File: config.mk
export PLATFORM = sky130hd
export DESIGN_NAME = lru_n_way_cache
export DESIGN_NICKNAME = d
export VERILOG_FILES = /design/src/rtl/lru_n_way_cache_pkg.sv /design/src/rtl/binenc.sv /design/src/rtl/lru_n_way_cache_lru_victim.sv /design/src/rtl/lru_n_way_cache.sv
export SDC_FILE = /design/constraint.sdc
export NUM_CORES = 1
export LEC_CHECK = 0
export CAP_MARGIN = 20
export CORE_ASPECT_RATIO = 2
export CORE_MARGIN = 2
export CORE_UTILIZATION = 55
export CTS_BUF_LIST = sky130_fd_sc_hd__clkbuf_8
export CTS_CLUSTER_DIAMETER = 40
export CTS_CLUSTER_SIZE = 25
export DETAILED_ROUTE_END_ITERATION = 8
export GPL_ROUTABILITY_DRIVEN = 0
export PLACE_DENSITY_LB_ADDON = 0.2
export SLEW_MARGIN = 20
export SYNTH_ARGS = -nofsm -noshare
export SYNTH_HDL_FRONTEND = slang
export SYNTH_SLANG_ARGS = --single-unit
File: constraint.sdc
create_clock -name clk -period 7.35 [get_ports clk]
set_input_delay 1.47 -clock clk [delete_from_list [all_inputs] [get_ports clk]]
set_output_delay 1.47 -clock clk [all_outputs]
set_load 0.05 [all_outputs]
File: src/rtl/lru_n_way_cache_pkg.sv
// Shared types and width helpers for the set-associative LRU cache.
package lru_n_way_cache_pkg;

  // Flush sweep controller states.
  typedef enum logic [0:0] {
    StIdle,
    StFlush
  } flush_state_e;

  // Index width for n items, never narrower than one bit.
  function automatic int unsigned clog2_min1(input int unsigned n);
    return (n <= 1) ? 1 : $clog2(n);
  endfunction

endpackage

File: src/rtl/binenc.sv
// One-hot to binary index encoder.
module binenc #(
  parameter int unsigned N = 2,
  parameter int unsigned W = (N > 1) ? $clog2(N) : 1
) (
  input  logic [N-1:0] onehot_i,
  output logic [W-1:0] idx_o
);

  // OR together the indices of all set bits; exact for a one-hot input.
  always_comb begin
    idx_o = '0;
    for (int unsigned i = 0; i < N; i++) begin
      if (onehot_i[i]) idx_o = idx_o | W'(i);
    end
  end

endmodule

File: src/rtl/lru_n_way_cache_lru_victim.sv
// Replacement choice: lowest-index invalid way, otherwise lowest-index way with age 0.
module lru_victim #(
  parameter int unsigned WAYS      = 2,
  parameter int unsigned AGE_WIDTH = 1
) (
  input  logic [WAYS-1:0]           valid_i,
  input  logic [WAYS*AGE_WIDTH-1:0] ages_i,
  output logic [AGE_WIDTH-1:0]      victim_o
);

  // Scan high to low so the lowest matching index is the last one written.
  always_comb begin
    victim_o = '0;
    for (int i = WAYS - 1; i >= 0; i--) begin
      if (ages_i[i*AGE_WIDTH +: AGE_WIDTH] == '0) victim_o = AGE_WIDTH'(i);
    end
    for (int i = WAYS - 1; i >= 0; i--) begin
      if (!valid_i[i]) victim_o = AGE_WIDTH'(i);
    end
  end

endmodule

File: src/rtl/lru_n_way_cache.sv
// N-way set-associative cache with true-LRU ages, line invalidate and a per-set flush sweep.
module lru_n_way_cache
  import lru_n_way_cache_pkg::*;
#(
  parameter int unsigned DATA_WIDTH = 8,
  parameter int unsigned ENTRIES    = 8,
  parameter int unsigned WAYS       = 2,
  parameter int unsigned ADDR_WIDTH = 8
) (
  input  logic                  clk,
  input  logic                  rst,
  input  logic                  re,
  input  logic                  we,
  input  logic [ADDR_WIDTH-1:0] read_addr,
  input  logic [ADDR_WIDTH-1:0] write_addr,
  input  logic [DATA_WIDTH-1:0] in,
  input  logic                  inv,
  input  logic [ADDR_WIDTH-1:0] inv_addr,
  input  logic                  flush,
  output logic [DATA_WIDTH-1:0] out,
  output logic                  hit,
  output logic                  busy
);

  localparam int unsigned SETS      = ENTRIES / WAYS;
  localparam int unsigned SET_WIDTH = clog2_min1(SETS);
  localparam int unsigned TAG_WIDTH = ADDR_WIDTH - SET_WIDTH;
  localparam int unsigned AGE_WIDTH = clog2_min1(WAYS);
  localparam logic [AGE_WIDTH-1:0] MaxAge  = AGE_WIDTH'(WAYS - 1);
  localparam logic [SET_WIDTH-1:0] LastSet = SET_WIDTH'(SETS - 1);

  logic                  valid_q [SETS][WAYS];
  logic                  valid_d [SETS][WAYS];
  logic [TAG_WIDTH-1:0]  tag_q   [SETS][WAYS];
  logic [TAG_WIDTH-1:0]  tag_d   [SETS][WAYS];
  logic [DATA_WIDTH-1:0] data_q  [SETS][WAYS];
  logic [DATA_WIDTH-1:0] data_d  [SETS][WAYS];
  logic [AGE_WIDTH-1:0]  age_q   [SETS][WAYS];
  logic [AGE_WIDTH-1:0]  age_d   [SETS][WAYS];

  flush_state_e          state_q, state_d;
  logic [SET_WIDTH-1:0]  cnt_q, cnt_d;
  logic                  hit_q, hit_d;
  logic [DATA_WIDTH-1:0] out_q, out_d;

  logic [SET_WIDTH-1:0] rd_set, wr_set, inv_set;
  logic [TAG_WIDTH-1:0] rd_tag, wr_tag, inv_tag;
  logic [WAYS-1:0]      rd_match, wr_match, inv_match, wr_valid;
  logic [WAYS*AGE_WIDTH-1:0] wr_ages;
  logic [AGE_WIDTH-1:0] rd_way, wr_hit_way, inv_way, victim_way, wr_way, wr_old_age, rd_age;
  logic                 idle, rd_hit, wr_hit, inv_hit, wr_en, rd_lru_en, inv_en;

  assign rd_set  = read_addr[SET_WIDTH-1:0];
  assign rd_tag  = read_addr[ADDR_WIDTH-1:SET_WIDTH];
  assign wr_set  = write_addr[SET_WIDTH-1:0];
  assign wr_tag  = write_addr[ADDR_WIDTH-1:SET_WIDTH];
  assign inv_set = inv_addr[SET_WIDTH-1:0];
  assign inv_tag = inv_addr[ADDR_WIDTH-1:SET_WIDTH];

  // Tag compare for each request port against the addressed set.
  always_comb begin
    rd_match  = '0;
    wr_match  = '0;
    inv_match = '0;
    wr_valid  = '0;
    wr_ages   = '0;
    for (int unsigned w = 0; w < WAYS; w++) begin
      rd_match[w]  = valid_q[rd_set][w] && (tag_q[rd_set][w] == rd_tag);
      wr_match[w]  = valid_q[wr_set][w] && (tag_q[wr_set][w] == wr_tag);
      inv_match[w] = valid_q[inv_set][w] && (tag_q[inv_set][w] == inv_tag);
      wr_valid[w]  = valid_q[wr_set][w];
      wr_ages[w*AGE_WIDTH +: AGE_WIDTH] = age_q[wr_set][w];
    end
  end

  binenc #(.N(WAYS), .W(AGE_WIDTH)) u_rd_enc  (.onehot_i(rd_match),  .idx_o(rd_way));
  binenc #(.N(WAYS), .W(AGE_WIDTH)) u_wr_enc  (.onehot_i(wr_match),  .idx_o(wr_hit_way));
  binenc #(.N(WAYS), .W(AGE_WIDTH)) u_inv_enc (.onehot_i(inv_match), .idx_o(inv_way));

  lru_victim #(.WAYS(WAYS), .AGE_WIDTH(AGE_WIDTH)) u_victim (
    .valid_i (wr_valid),
    .ages_i  (wr_ages),
    .victim_o(victim_way)
  );

  assign idle    = (state_q == StIdle);
  assign rd_hit  = |rd_match;
  assign wr_hit  = |wr_match;
  assign inv_hit = |inv_match;
  assign wr_way     = wr_hit ? wr_hit_way : victim_way;
  // A fresh allocation ranks below every valid way.
  assign wr_old_age = wr_hit ? age_q[wr_set][wr_hit_way] : '0;
  assign rd_age     = age_q[rd_set][rd_way];
  // An invalidate of the very line being written cancels the write.
  assign wr_en     = idle && we && !(inv && (inv_addr == write_addr));
  assign rd_lru_en = idle && re && rd_hit && !(we && (wr_set == rd_set));
  assign inv_en    = idle && inv && inv_hit;

  // Next state: flush sweep, or write / read-LRU / invalidate updates (invalidate applied last).
  always_comb begin
    valid_d = valid_q;
    tag_d   = tag_q;
    data_d  = data_q;
    age_d   = age_q;
    state_d = state_q;
    cnt_d   = cnt_q;
    hit_d   = idle && re && rd_hit;
    out_d   = (idle && re && rd_hit) ? data_q[rd_set][rd_way] : '0;
    if (!idle) begin
      for (int unsigned w = 0; w < WAYS; w++) begin
        valid_d[cnt_q][w] = 1'b0;
        age_d[cnt_q][w]   = '0;
      end
      cnt_d = cnt_q + 1'b1;
      if (cnt_q == LastSet) begin
        state_d = StIdle;
        cnt_d   = '0;
      end
    end else begin
      if (flush) begin
        state_d = StFlush;
        cnt_d   = '0;
      end
      if (rd_lru_en) begin
        for (int unsigned w = 0; w < WAYS; w++) begin
          if (valid_q[rd_set][w] && (age_q[rd_set][w] > rd_age)) begin
            age_d[rd_set][w] = age_q[rd_set][w] - 1'b1;
          end
        end
        age_d[rd_set][rd_way] = MaxAge;
      end
      if (wr_en) begin
        for (int unsigned w = 0; w < WAYS; w++) begin
          if (valid_q[wr_set][w] && (age_q[wr_set][w] > wr_old_age)) begin
            age_d[wr_set][w] = age_q[wr_set][w] - 1'b1;
          end
        end
        age_d[wr_set][wr_way]   = MaxAge;
        valid_d[wr_set][wr_way] = 1'b1;
        tag_d[wr_set][wr_way]   = wr_tag;
        data_d[wr_set][wr_way]  = in;
      end
      if (inv_en) begin
        valid_d[inv_set][inv_way] = 1'b0;
        age_d[inv_set][inv_way]   = '0;
      end
    end
  end

  // State registers with asynchronous clear of the whole array.
  always_ff @(posedge clk or posedge rst) begin
    if (rst) begin
      for (int unsigned s = 0; s < SETS; s++) begin
        for (int unsigned w = 0; w < WAYS; w++) begin
          valid_q[s][w] <= 1'b0;
          tag_q[s][w]   <= '0;
          data_q[s][w]  <= '0;
          age_q[s][w]   <= '0;
        end
      end
      state_q <= StIdle;
      cnt_q   <= '0;
      hit_q   <= 1'b0;
      out_q   <= '0;
    end else begin
      valid_q <= valid_d;
      tag_q   <= tag_d;
      data_q  <= data_d;
      age_q   <= age_d;
      state_q <= state_d;
      cnt_q   <= cnt_d;
      hit_q   <= hit_d;
      out_q   <= out_d;
    end
  end

  assign hit  = hit_q;
  assign out  = out_q;
  assign busy = (state_q == StFlush);

endmodule

==> key figures <==
STA
  • Hold Fails Final Rpt: 0
  • Final slew viol count: 0
  • Setup WS post-layout: 2.24 ns
  • Slew margin rel.: a little over a quarter
  • Period utilization: a little over two thirds
  • Max frequency: roughly 200 MHz
  • Final clock skew: 0.0106 ns
  • Total setup violations reported at the end of the flow: 0
  • Unrepaired setup endpoints after global routing: no
  • Sum Neg Setup Slack: 0 ns
  • Final min period: just over 5 ns
  • Actual slew at the worst max-slew pin: 1.07 ns

Yosys
  • Number of synthesis warnings: 0
  • Post-synth design cell area: 0.00823 sq mm
  • Share of async-settable or async-resettable flops after synthesis: between 90% and 100%
  • Top-area cell type share of the netlist area: approximately 43%
  • Syn Inst Count: roughly 660
  • Syn Nets: about 710
  • Number of storage elements in the synthesis netlist: between 100 and 150
  • Synth area leaders: dfrtp_1 43%, mux4_2 12%, mux2_1 9.7%
  • Most used flip-flop cell after synthesis: dfrtp_1
  • Largest area contributor in the netlist: dfrtp_1
  • Number of distinct standard cells referenced by the synthesized netlist: 62
  • Avg Synthesized Cell Area: approximately 12 sq um
  • Sequential fraction of the synthesis area: between 40% and 50%
  • Post-synth EDFFs: 0

Floorplan
  • Core area: approximately 0.015 sq mm
  • Initial standard-cell utilization of the core: between 50% and 60%
  • Row count: 63
  • Number of top-level design ports: 48
  • Die Wd: 90.5 um
  • Height of the chip: approximately 180 um
  • Overall die area: around 0.016 sq mm

Clock tree
  • Number of levels in the clock H-tree: 4
  • Clock Root Buffer: clkbuf_8
  • TritonCTS clock tree: built
  • Post-CTS Resized: 0
  • Buffer count from post-CTS setup fixing: 0
  • Clock latency on the worst-skew pair: 0.47 ns
  • Maximum root-to-sink buffer count: 2
  • Clock slew seen by the registers of the worst setup and hold paths: ~0.08 ns
  • Sinks on the clock net: 140
  • Cts bufs inserted: 17
  • Number of buffers inserted by hold repair at cts: 0

Worst hold path
  • Launch instance of the worst min-delay path: data_q[11]
  • Min-Delay Path Class: flip-flop to flip-flop
  • Hold-critical path depth: 1
  • Hold EP: data_q[11]

Placed design
  • HPWL reported at the end of detailed placement: about 17,000 um
  • Setup slack at placement: 1.69 ns
  • Buffers added on ports: 47

Layout
  • Highest-count cells in the layout ignoring fill and taps: 140 x dfrtp_1, 71 x mux2_1, 45 x mux4_2, 45 x clkdlybuf4s50_1, 43 x mux2i_1
  • Number of diodes: 0
  • Layout area overhead: 11.6%
  • Fraction of final layout cells sized beyond drive strength 1: 19.0%
  • # nets final: between 700 and 800
  • Filler cell count in the final layout: approximately 1,200
  • Utilization after layout: a little over 60%
  • Commonest non-fill, non-tap cell in the layout: dfrtp_1

Critical path
  • Worst R2R Path Depth: 7
  • FF-to-FF Start: tag_q[0]
  • Data required time at the worst endpoint: 7.70 ns
  • Nature of the critical path startpoint: primary input
  • Terminus of the critical flop-to-flop path: tag_q[13]
  • Data arrival time of the critical path: 5.46 ns
  • Setup Crit Path Kind: primary input to flip-flop
  • Worst R2R Setup Slack: between 4 and 5 ns
  • CP max FO: 16
  • Crit path capture type: flip-flop

Drt
  • Number of remaining DRC errors: 0
  • Total iterations of the first detailed-routing run: 5
  • Antenna-violating nets left: 0
  • DR vias: a little under 6,000
  • Detailed Route WL: around 23,000 um
  • Average wire per cell in the routed design: ~25 um
  • Via-per-instance ratio: around 6.5
  • Violation count after the first detailed-route iteration: between 300 and 400

Power and ir drop
  • Switching Share: a little over a third
  • Internal power component: ~1.9 mW
  • Peak supply drop: between 0.2 and 0.25 mV
  • Power per unit of standard cell area: 318 mW/mm^2
  • Power dissipated by switching net loads: ~1.0 mW
  • Leakage power: 3.93 nW
  • Clock group share of total power: between 20 and 25%
  • Combinational Power Share: 32.8%
  • Total power of the final layout: around 2.9 mW
  • Power share of the sequential group: 44.3%

GRT
  • Via count of the first global-routing pass: roughly 6,300
  • Initial antenna violation count: 0
  • Pin count of the biggest net entering global routing: 88
  • Global route overflow: 0
  • Global-route wire length before repair: roughly 36,000 um
  • Global-route usage over all layers: between 30 and 40%

Job
  • Maxcap violations: 0

Run status
  • Outcome: completed
[power by group through the flow]
stage | Sequential [mW] | Combinational (mW) | Clock (mW)
6_report | 1.30 | 0.960 | 0.668
5_1_grt | 1.32 | 1.04 | 0.712
4_1_cts | 1.29 | 0.951 | 0.680
3_5_place_dp | 1.30 | 0.945 | 0
3_3_place_gp | 1.27 | 0.918 | 0
2_1_floorplan | 1.20 | 0.729 | 0
[stage by stage]
stage | cell area [sq um] | hold WS [ns] | instances
floorplan | 8230 | 0.452 | 664
global placement | 8760 | 0.461 | 870
detailed placement | 8760 | 0.471 | 870
CTS | 9180 | 0.491 | 902
global route | 9190 | 0.505 | 902
finish | 9190 | 0.485 | 902
[logic make-up after synthesis]
group	after synthesis	synth area share [%]
XOR/XNOR	52	5.53
flip-flops	140	42.6
AO/OA/AOI/OAI	79	6.98
buffers and inverters	63	4.00
AND/OR/NAND/NOR	130	8.00
adder cells (fa/ha/maj)	4	0.608
multiplexers	196	32.3
[cells in the mapped netlist (all sizes together), types with 5 or more instances]
| cell | number |
|---|---|
| mux2i | 43 |
| dfrtp | 140 |
| a21o | 5 |
| nor4 | 5 |
| nor2b | 5 |
| o211ai | 7 |
| and2 | 12 |
| xnor2 | 30 |
| nand4 | 9 |
| nand3 | 10 |
| clkbuf | 17 |
| buf | 31 |
| mux2 | 108 |
| o21ai | 18 |
| nor2 | 25 |
| a21oi | 11 |
| inv | 15 |
| nor3 | 8 |
| mux4 | 45 |
| nand2 | 39 |
| xor2 | 22 |
[registers in the layout, indices dropped and copies added, names as in the netlist]
signal / flops
data_q: 64
tag_q: 48
age_q: 8
out: 8
valid_q: 8
cnt_q: 2
busy: 1
hit: 1
[routing by layer]
metal / global-route usage, % / up-vias / share of wire (%)
met4: 21.5 / 0 / 7.3
met1: 31.1 / 3028 / 35
met5: 0 / - / 0
li1: - / 2511 / -
met2: 53.9 / 259 / 53
met3: 6.43 / 93 / 5.0
[final cells by class]
cell class / count / area (sq um) / share of cell area, %
clock buffer: 17 / 234 / 2.55
clock inverter: 15 / 190 / 2.07
inverter: 15 / 61.3 / 0.667
multi-input combinational: 461 / 4400 / 47.9
sequential: 140 / 3500 / 38.1
tap: 195 / 244 / 2.66
timing repair buffer: 59 / 551 / 5.99
[critical path, cell delays in order]
cell and delay [ns]:
clkdlybuf4s50_1 0.87, buf_4 0.39, mux4_2 0.54, xnor2_1 0.17
nand4_1 0.14, or3_4 0.38, a21oi_1 0.31, and2_1 0.76
mux2_2 0.41
[worst max path at each step]
stage / startpoint / depth (start not counted) / slack, ns / to
after floorplan: rst / 1 / 2.13 / age_q[0]
after global placement: write_addr[1] / 9 / 1.78 / tag_q[13]
after detailed placement: write_addr[1] / 9 / 1.69 / data_q[48]
after CTS: write_addr[1] / 9 / 2.19 / tag_q[41]
after global routing: write_addr[1] / 9 / 2.01 / tag_q[39]
final: write_addr[1] / 9 / 2.24 / tag_q[13]
No activity file was read; power rests on OpenSTA's default activity.
